**config.mk**
```make
export PLATFORM = sky130hd
export DESIGN_NAME = id_branch_btb_flat
export DESIGN_NICKNAME = d
export VERILOG_FILES = /design/src/rtl/id_branch_btb_pkg.sv /design/src/rtl/id_branch_btb_if.sv /design/src/rtl/id_branch_btb_cond_eval.sv /design/src/rtl/id_branch_btb.sv /design/src/flat_wrapper.sv
export SDC_FILE = /design/constraint.sdc
export NUM_CORES = 1
export LEC_CHECK = 0
export BUFFER_PORTS_ARGS = -buffer_cell sky130_fd_sc_hd__buf_2
export CORE_UTILIZATION = 51
export DETAILED_ROUTE_END_ITERATION = 12
export GPL_ROUTABILITY_DRIVEN = 0
export HOLD_SLACK_MARGIN = 0.02
export MAX_ROUTING_LAYER = met4
export PLACE_DENSITY = 0.84
export SLEW_MARGIN = 20
export SYNTH_ARGS = -nofsm -noshare
export SYNTH_HDL_FRONTEND = slang
export SYNTH_HIERARCHICAL = 1
export SYNTH_SLANG_ARGS = --single-unit
```
**constraint.sdc**
```tcl
create_clock -name CLK -period 3.1 [get_ports CLK]
set_input_delay 0.155 -clock CLK [delete_from_list [all_inputs] [get_ports CLK]]
set_output_delay 0.155 -clock CLK [all_outputs]
set_load 0.02 [all_outputs]
```
**src/rtl/id_branch_btb_pkg.sv**
```systemverilog
// branch_pkg: shared definitions for the ID-stage branch unit and its BTB.
//   - opcode constants for the four control-transfer instructions
//   - condition codes carried in imm[2:0] of BR/BRL
//   - BTB entry layout and the counter value used on allocation
//   - ctr_step(): 2-bit saturating counter update
// No ports; imported by every other file of the block.
package branch_pkg;

  // Width of the tag/target fields stored in an entry. Tags are stored
  // zero-extended to this width, so the unit's XLEN must not exceed it.
  localparam int BTB_XLEN = 32;

  localparam logic [4:0] OP_BR  = 5'd15;
  localparam logic [4:0] OP_BRL = 5'd16;
  localparam logic [4:0] OP_J   = 5'd17;
  localparam logic [4:0] OP_JL  = 5'd18;

  localparam logic [2:0] COND_NEVER  = 3'd0;
  localparam logic [2:0] COND_ALWAYS = 3'd1;
  localparam logic [2:0] COND_EQZ    = 3'd2;
  localparam logic [2:0] COND_NEZ    = 3'd3;
  localparam logic [2:0] COND_GEZ    = 3'd4;
  localparam logic [2:0] COND_LTZ    = 3'd5;

  // Newly allocated entries start weakly taken.
  localparam logic [1:0] CTR_ALLOC = 2'b10;

  typedef struct packed {
    logic                valid;
    logic [1:0]          ctr;
    logic [BTB_XLEN-1:0] tag;
    logic [BTB_XLEN-1:0] target;
  } btb_entry_t;

  function automatic logic [1:0] ctr_step(input logic [1:0] ctr, input logic up);
    if (up) return (ctr == 2'b11) ? ctr : ctr + 2'd1;
    return (ctr == 2'b00) ? ctr : ctr - 2'd1;
  endfunction

endpackage

```
**src/rtl/id_branch_btb_if.sv**
```systemverilog
// id_branch_btb_if: all non-clock signals of the branch unit.
//   Fetch side : if_pc -> if_pred_taken / if_pred_target (combinational)
//   ID side    : id_valid, id_stall, id_pc, id_opcode, id_imm, id_data1,
//                id_data2, id_branch, id_pred_taken, id_pred_target
//   Redirect   : redirect_valid / redirect_pc (registered, one-cycle pulse)
// Modports: master = pipeline driving the unit, slave = the unit itself.
//
// Handshake: there is no ready. An ID instruction is consumed in any cycle
// where id_valid & id_branch & !id_stall holds and no redirect is being
// presented; id_stall holds the instruction without consuming it.
interface id_branch_btb_if #(
  parameter int XLEN  = 32,
  parameter int IMM_W = 22
);
  logic             if_pc_dummy_unused;
  logic [XLEN-1:0]  if_pc;
  logic             if_pred_taken;
  logic [XLEN-1:0]  if_pred_target;
  logic             id_valid;
  logic             id_stall;
  logic [XLEN-1:0]  id_pc;
  logic [4:0]       id_opcode;
  logic [IMM_W-1:0] id_imm;
  logic [XLEN-1:0]  id_data1;
  logic [XLEN-1:0]  id_data2;
  logic             id_branch;
  logic             id_pred_taken;
  logic [XLEN-1:0]  id_pred_target;
  logic             redirect_valid;
  logic [XLEN-1:0]  redirect_pc;

  assign if_pc_dummy_unused = 1'b0;

  modport master (
    output if_pc, id_valid, id_stall, id_pc, id_opcode, id_imm, id_data1,
           id_data2, id_branch, id_pred_taken, id_pred_target,
    input  if_pred_taken, if_pred_target, redirect_valid, redirect_pc
  );

  modport slave (
    input  if_pc, id_valid, id_stall, id_pc, id_opcode, id_imm, id_data1,
           id_data2, id_branch, id_pred_taken, id_pred_target,
    output if_pred_taken, if_pred_target, redirect_valid, redirect_pc
  );
endinterface

```
**src/rtl/id_branch_btb_cond_eval.sv**
```systemverilog
// branch_cond_eval: combinational taken decision for one ID instruction.
//   opcode in 5     : instruction opcode
//   cond   in 3     : imm[2:0], condition code for BR/BRL
//   data2  in XLEN  : signed condition operand
//   taken  out 1    : J/JL always taken; BR/BRL per cond; others never
module branch_cond_eval
  import branch_pkg::*;
#(
  parameter int XLEN = 32
) (
  input  logic [4:0]      opcode,
  input  logic [2:0]      cond,
  input  logic [XLEN-1:0] data2,
  output logic            taken
);

  logic is_zero;
  logic is_neg;

  assign is_zero = (data2 == '0);
  assign is_neg  = data2[XLEN-1];

  always_comb begin
    taken = 1'b0;
    if (opcode == OP_J || opcode == OP_JL) begin
      taken = 1'b1;
    end else if (opcode == OP_BR || opcode == OP_BRL) begin
      case (cond)
        COND_ALWAYS: taken = 1'b1;
        COND_EQZ:    taken = is_zero;
        COND_NEZ:    taken = !is_zero;
        COND_GEZ:    taken = !is_neg;
        COND_LTZ:    taken = is_neg;
        default:     taken = 1'b0; // COND_NEVER and the unused codes 6, 7
      endcase
    end
  end

endmodule

```
**src/rtl/id_branch_btb.sv**
```systemverilog
// id_branch_btb: ID-stage branch resolution with a direct-mapped BTB.
//   CLK   in : rising-edge clock
//   RSTN  in : asynchronous active-low reset
//   bus      : id_branch_btb_if.slave (fetch lookup, ID resolution, redirect)
// Fetch lookup is combinational from bus.if_pc. A resolved mispredict raises
// bus.redirect_valid for exactly one cycle with the correct next PC.
//
// Build option: define ID_BRANCH_BTB_EN to include the prediction table.
// Without it there is no storage, predictions are tied to 0, and every taken
// branch (relative to its carried prediction) redirects.
module id_branch_btb
  import branch_pkg::*;
#(
  parameter int XLEN      = 32,
  parameter int IMM_W     = 22,
  parameter int BTB_DEPTH = 64,
  parameter int IDX_W     = $clog2(BTB_DEPTH)
) (
  input logic            CLK,
  input logic            RSTN,
  id_branch_btb_if.slave bus
);

  logic            redirect_valid_q;
  logic [XLEN-1:0] redirect_pc_q;

  logic            is_j_op;
  logic            res;
  logic            taken;
  logic            mispredict;
  logic [XLEN-1:0] imm_sext;
  logic [XLEN-1:0] res_target;
  logic [XLEN-1:0] correct_pc;

  assign is_j_op = (bus.id_opcode == OP_J) || (bus.id_opcode == OP_JL);

  // The cycle right after a redirect holds a wrong-path instruction.
  assign res = bus.id_valid & bus.id_branch & ~bus.id_stall & ~redirect_valid_q;

  branch_cond_eval #(
    .XLEN (XLEN)
  ) u_cond (
    .opcode (bus.id_opcode),
    .cond   (bus.id_imm[2:0]),
    .data2  (bus.id_data2),
    .taken  (taken)
  );

  assign imm_sext   = {{(XLEN-IMM_W){bus.id_imm[IMM_W-1]}}, bus.id_imm};
  assign res_target = is_j_op ? (bus.id_pc + imm_sext) : bus.id_data1;

  // Target only matters when both sides agree the branch is taken.
  assign mispredict = res & ((taken != bus.id_pred_taken) |
                             (taken & (res_target != bus.id_pred_target)));
  assign correct_pc = taken ? res_target : (bus.id_pc + XLEN'(4));

  always_ff @(posedge CLK or negedge RSTN) begin
    if (!RSTN) begin
      redirect_valid_q <= 1'b0;
      redirect_pc_q    <= '0;
    end else begin
      redirect_valid_q <= mispredict;
      if (mispredict) redirect_pc_q <= correct_pc;
    end
  end

  assign bus.redirect_valid = redirect_valid_q;
  assign bus.redirect_pc    = redirect_pc_q;

`ifdef ID_BRANCH_BTB_EN

  btb_entry_t btb_q [BTB_DEPTH];

  logic                is_branch_op;
  logic [IDX_W-1:0]    idx_f;
  logic [BTB_XLEN-1:0] tag_f;
  btb_entry_t          ent_f;
  logic                pred_f;
  logic [IDX_W-1:0]    idx_d;
  logic [BTB_XLEN-1:0] tag_d;
  btb_entry_t          ent_d;
  logic                hit_d;
  logic                upd_en;
  btb_entry_t          upd_entry;
  logic                unused_pc_bits;

  assign is_branch_op = (bus.id_opcode == OP_BR) || (bus.id_opcode == OP_BRL) || is_j_op;

  // Fetch lookup: reads the array as it stands, so a same-cycle update to
  // the same index is seen only from the next cycle on.
  assign idx_f  = bus.if_pc[IDX_W+1:2];
  assign tag_f  = BTB_XLEN'(bus.if_pc >> (IDX_W + 2));
  assign ent_f  = btb_q[idx_f];
  assign pred_f = ent_f.valid && (ent_f.tag == tag_f) && ent_f.ctr[1];

  assign bus.if_pred_taken  = pred_f;
  assign bus.if_pred_target = pred_f ? XLEN'(ent_f.target) : '0;

  assign idx_d = bus.id_pc[IDX_W+1:2];
  assign tag_d = BTB_XLEN'(bus.id_pc >> (IDX_W + 2));
  assign ent_d = btb_q[idx_d];
  assign hit_d = ent_d.valid && (ent_d.tag == tag_d);

  // A not-taken miss leaves the table alone; everything else resolved writes.
  assign upd_en = res & is_branch_op & (hit_d | taken);

  always_comb begin
    upd_entry = ent_d;
    if (hit_d) begin
      upd_entry.ctr = ctr_step(ent_d.ctr, taken);
      if (taken) upd_entry.target = BTB_XLEN'(res_target);
    end else begin
      upd_entry.valid  = 1'b1;
      upd_entry.ctr    = CTR_ALLOC;
      upd_entry.tag    = tag_d;
      upd_entry.target = BTB_XLEN'(res_target);
    end
  end

  always_ff @(posedge CLK or negedge RSTN) begin
    if (!RSTN) begin
      for (int i = 0; i < BTB_DEPTH; i++) btb_q[i] <= '0;
    end else if (upd_en) begin
      btb_q[idx_d] <= upd_entry;
    end
  end

  assign unused_pc_bits = ^bus.if_pc[1:0];

`else

  logic unused_cfg_bits;

  assign bus.if_pred_taken  = 1'b0;
  assign bus.if_pred_target = '0;

  assign unused_cfg_bits = ^{bus.if_pc, IDX_W[0]};

`endif

endmodule

```
**src/flat_wrapper.sv**
```systemverilog
// flat-port wrapper written by rule: the top's interface ports become plain ports
module id_branch_btb_flat import branch_pkg::*;
#(
  parameter int XLEN      = 32,
  parameter int IMM_W     = 22,
  parameter int BTB_DEPTH = 64,
  parameter int IDX_W     = $clog2(BTB_DEPTH)
)
  (CLK, RSTN, bus_if_pc, bus_id_valid, bus_id_stall, bus_id_pc, bus_id_opcode, bus_id_imm, bus_id_data1, bus_id_data2, bus_id_branch, bus_id_pred_taken, bus_id_pred_target, bus_if_pred_taken, bus_if_pred_target, bus_redirect_valid, bus_redirect_pc);
  id_branch_btb_if #(.XLEN(XLEN), .IMM_W(IMM_W)) bus_i ();
  input logic CLK;
  input logic RSTN;
  input wire logic [$bits(bus_i.if_pc)-1:0] bus_if_pc;
  input wire logic [$bits(bus_i.id_valid)-1:0] bus_id_valid;
  input wire logic [$bits(bus_i.id_stall)-1:0] bus_id_stall;
  input wire logic [$bits(bus_i.id_pc)-1:0] bus_id_pc;
  input wire logic [$bits(bus_i.id_opcode)-1:0] bus_id_opcode;
  input wire logic [$bits(bus_i.id_imm)-1:0] bus_id_imm;
  input wire logic [$bits(bus_i.id_data1)-1:0] bus_id_data1;
  input wire logic [$bits(bus_i.id_data2)-1:0] bus_id_data2;
  input wire logic [$bits(bus_i.id_branch)-1:0] bus_id_branch;
  input wire logic [$bits(bus_i.id_pred_taken)-1:0] bus_id_pred_taken;
  input wire logic [$bits(bus_i.id_pred_target)-1:0] bus_id_pred_target;
  output wire logic [$bits(bus_i.if_pred_taken)-1:0] bus_if_pred_taken;
  output wire logic [$bits(bus_i.if_pred_target)-1:0] bus_if_pred_target;
  output wire logic [$bits(bus_i.redirect_valid)-1:0] bus_redirect_valid;
  output wire logic [$bits(bus_i.redirect_pc)-1:0] bus_redirect_pc;
  assign bus_i.if_pc = bus_if_pc;
  assign bus_i.id_valid = bus_id_valid;
  assign bus_i.id_stall = bus_id_stall;
  assign bus_i.id_pc = bus_id_pc;
  assign bus_i.id_opcode = bus_id_opcode;
  assign bus_i.id_imm = bus_id_imm;
  assign bus_i.id_data1 = bus_id_data1;
  assign bus_i.id_data2 = bus_id_data2;
  assign bus_i.id_branch = bus_id_branch;
  assign bus_i.id_pred_taken = bus_id_pred_taken;
  assign bus_i.id_pred_target = bus_id_pred_target;
  assign bus_if_pred_taken = bus_i.if_pred_taken;
  assign bus_if_pred_target = bus_i.if_pred_target;
  assign bus_redirect_valid = bus_i.redirect_valid;
  assign bus_redirect_pc = bus_i.redirect_pc;
  id_branch_btb #(.XLEN(XLEN), .IMM_W(IMM_W), .BTB_DEPTH(BTB_DEPTH), .IDX_W(IDX_W)) u_core (.CLK(CLK), .RSTN(RSTN), .bus(bus_i));
endmodule
```
==> metrics.txt <==
Worst-Margin Slew 0.697 ns; cell taking the most area after synthesis dfrtp_1; Max Clk Rate 262 MHz; ANT nets after route 0; type of the worst setup path input port to register; Port-buffer cells 193; sequential cell area fraction in the yosys report 13.1%; status complete, but fails checks; via count 8152; Clock Skew 0.00276 ns; Power Dens Cells 333 mW/mm2; hold path cells 4; GRT Total Usage 38.9%; violated checks negative setup slack; VDD IR max 0.000271 V; P_leak 4.22 nW; Hold Path Sink u_core/bus.redirect_pc[30]; root buffer cell clkbuf_16; synthesized cell area 0.00631 mm2; max_cap viols 0; RSZ-0062 raised after global routing yes; number of vias per cell 6.01; design area 0.00915 mm2; Post-DP Area 0.00873 mm2; initial antenna violation count 0; Final period util 123%; R2R Path End u_core/bus.redirect_pc[31]; CTS Buffer Depth 2; Yosys reg bits 33; CTS tree built; First DRT Iteration DRCs 999; CTS sink count 33; Reg2Reg Setup Slack 1.42 ns; crit path time final 3.81 ns; crit-path max FO 15; Top FF cell, synth dfrtp_1; final net count 1434; Synth cell types 76; DRC viols 0; # diodes 0; synth warn 6; grt ovf 0; first-pass GRT wire length 38000 um; DR WL/cell 18.1 um; startpoint types input port; # IOs 259; Setup crit end kind register; H-tree levels 2; Synth async-reset ratio 100%; Hold Crit Start bus_id_pc[30]; Slew Limit Fails 0; crit path DAT 3.97 ns; worst path required time 3.26 ns; final worst slack -0.710 ns; path depth of the worst reg2reg path 5; final wirelength 24500 um; die area 0.0128 mm2; dpl hpwl 20100 um; final setup fails 33; Worst-Skew Late Latency 0.28 ns; clk slew on worst S/H paths 0.05 ns; largest net degree at the start of global routing 63; total CTS buffers 5; Slew HR 53.5%; synth top area cells dfrtp_1, xnor2_1, mux2_4; # rows 40; Die Ht 113 um; gate count after technology mapping 843; final hold slack 0.336 ns; Post-synth EDFFs 0; share of post-route cells with drive strength above 1 40.9%; dpl cells 1340; total power 3.04 mW; final hold violations 0; Synth top area share 13.1%; Initial DRT Pass Iterations 8; FILL cells 816; Non-Filler Instances 1356; Layout area overhead 45.0%; vias in the first global route 7527; R2R Path Start u_core/bus.redirect_valid; CORE AREA 0.0120 mm2; Avg Cell Area, Syn 7.48 um2; initial core utilization 52.5%; Hold Crit Class input port to register; die extent in x 113 um
-- layout make-up --
cell class / count / area, um2 / area share (%)
clock buffer: 7 / 143 / 1.56
timing repair buffer: 409 / 2680 / 29.2
clock inverter: 1 / 30.0 / 0.328
inverter: 15 / 56.3 / 0.616
sequential: 33 / 826 / 9.03
tap: 147 / 184 / 2.01
multi-input combinational: 744 / 5230 / 57.2
-- metrics by stage --
step           setup TNS [ns]  utilization [%]  setup slack (ns)
3_3_place_gp           -30.50             72.7            -0.951
6_report               -22.42             76.2            -0.710
5_1_grt                -28.13             76.2            -0.874
3_5_place_dp           -30.38             72.7            -0.959
2_1_floorplan          -20.08                -            -0.646
4_1_cts                -20.06             75.9            -0.643
-- how the worst max path moves through the flow --
stage | from | to | depth (start not counted)
final | bus_id_pc[0] | u_core/bus.redirect_pc[10] | 15
after global routing | bus_id_pc[12] | u_core/bus.redirect_pc[10] | 19
after CTS | bus_id_pc[0] | u_core/bus.redirect_pc[10] | 15
after detailed placement | bus_id_pc[0] | u_core/bus.redirect_pc[22] | 15
after global placement | bus_id_data2[1] | u_core/bus.redirect_pc[20] | 17
after floorplan | bus_id_pc[0] | u_core/bus.redirect_pc[10] | 14
-- registers in the layout, summed over array words and instances, names as in the netlist --
| register | flops |
|---|---|
| u_core/bus.redirect_pc | 32 |
| u_core/bus.redirect_valid | 1 |
-- worst max-delay path: stages --
cell and delay, ns:
buf_8 0.10, ha_4 0.16, fa_2 0.38, a21o_1 0.21, a311o_1 0.36, a22oi_2 0.29
a211oi_2 0.13, a311oi_2 0.24, xor2_1 0.21, nor2_1 0.07, or4_4 0.53, a2111oi_4 0.46
a21oi_4 0.16, buf_12 0.19, mux2_4 0.30
-- cell families after synthesis --
group,after synthesis,synth area share [%]
and+or+nand+nor,298,23.7
xor gates and xnor gates,102,14.6
buffers and inverters,98,8.51
adders and majority gates,33,6.67
other,1,0.0595
muxes,47,9.78
DFF,33,13.1
AOI/OAI and AO/OA,231,23.5
-- synth_stat cells (all sizes together), types with 4 or more instances --
library cell,count
a31oi,10
xnor2,56
nand4,29
buf,53
nor2,54
or3,7
nand3,25
nand2b,6
a21oi,55
o21a,4
mux2i,11
clkbuf,30
a21o,11
o211ai,10
mux2,36
nand2,101
or3b,5
nor2b,6
nor4,16
nor3,12
dfrtp,33
a31o,4
o21ai,80
and3,11
xor2,44
or2,4
inv,15
ha,32
or4,6
a2111oi,4
a211oi,7
a21boi,4
o2111ai,7
and4,4
-- cell usage in the layout, fill, tap and decap left out, drive strengths merged, types with 6 or more instances in the layout --
master,n
a31oi,10
mux2i,11
a211oi,7
xnor2,56
or4,6
nand2,101
inv,15
ha,32
buf,407
dfrtp,33
and3,11
or3,7
nor4,16
a21o,11
nor2b,6
clkbuf,8
nor3,12
o21ai,80
nor2,54
conb,33
a21oi,55
nand3,25
nand4,29
o211ai,10
nand2b,6
o2111ai,7
mux2,36
xor2,44
-- power breakdown --
group          switching (mW)  total [mW]  internal [mW]
clock network           0.173       0.574          0.401
logic                   0.981        1.86          0.877
registers              0.0667       0.610          0.543
total                    1.22        3.04           1.82
-- routing by layer --
metal,vias up,global-route usage (%),routed length [um]
li1,3763,-,-
met1,3656,49.5,9690
met2,598,60.6,10700
met3,135,6.16,2800
met4,0,17.8,1290
met5,-,-,0
-- timing repair --
item | CTS | global route
hold buffers | 1 | 0
resized for setup | 27 | 8
gates cloned | 1 | 0
setup endpoints to repair | 33 | 33
buffers inserted | 5 | 1
pin swaps | 13 | 8
hold endpoints to repair | 33 | 0
No activity file was read; power rests on OpenSTA's default activity.
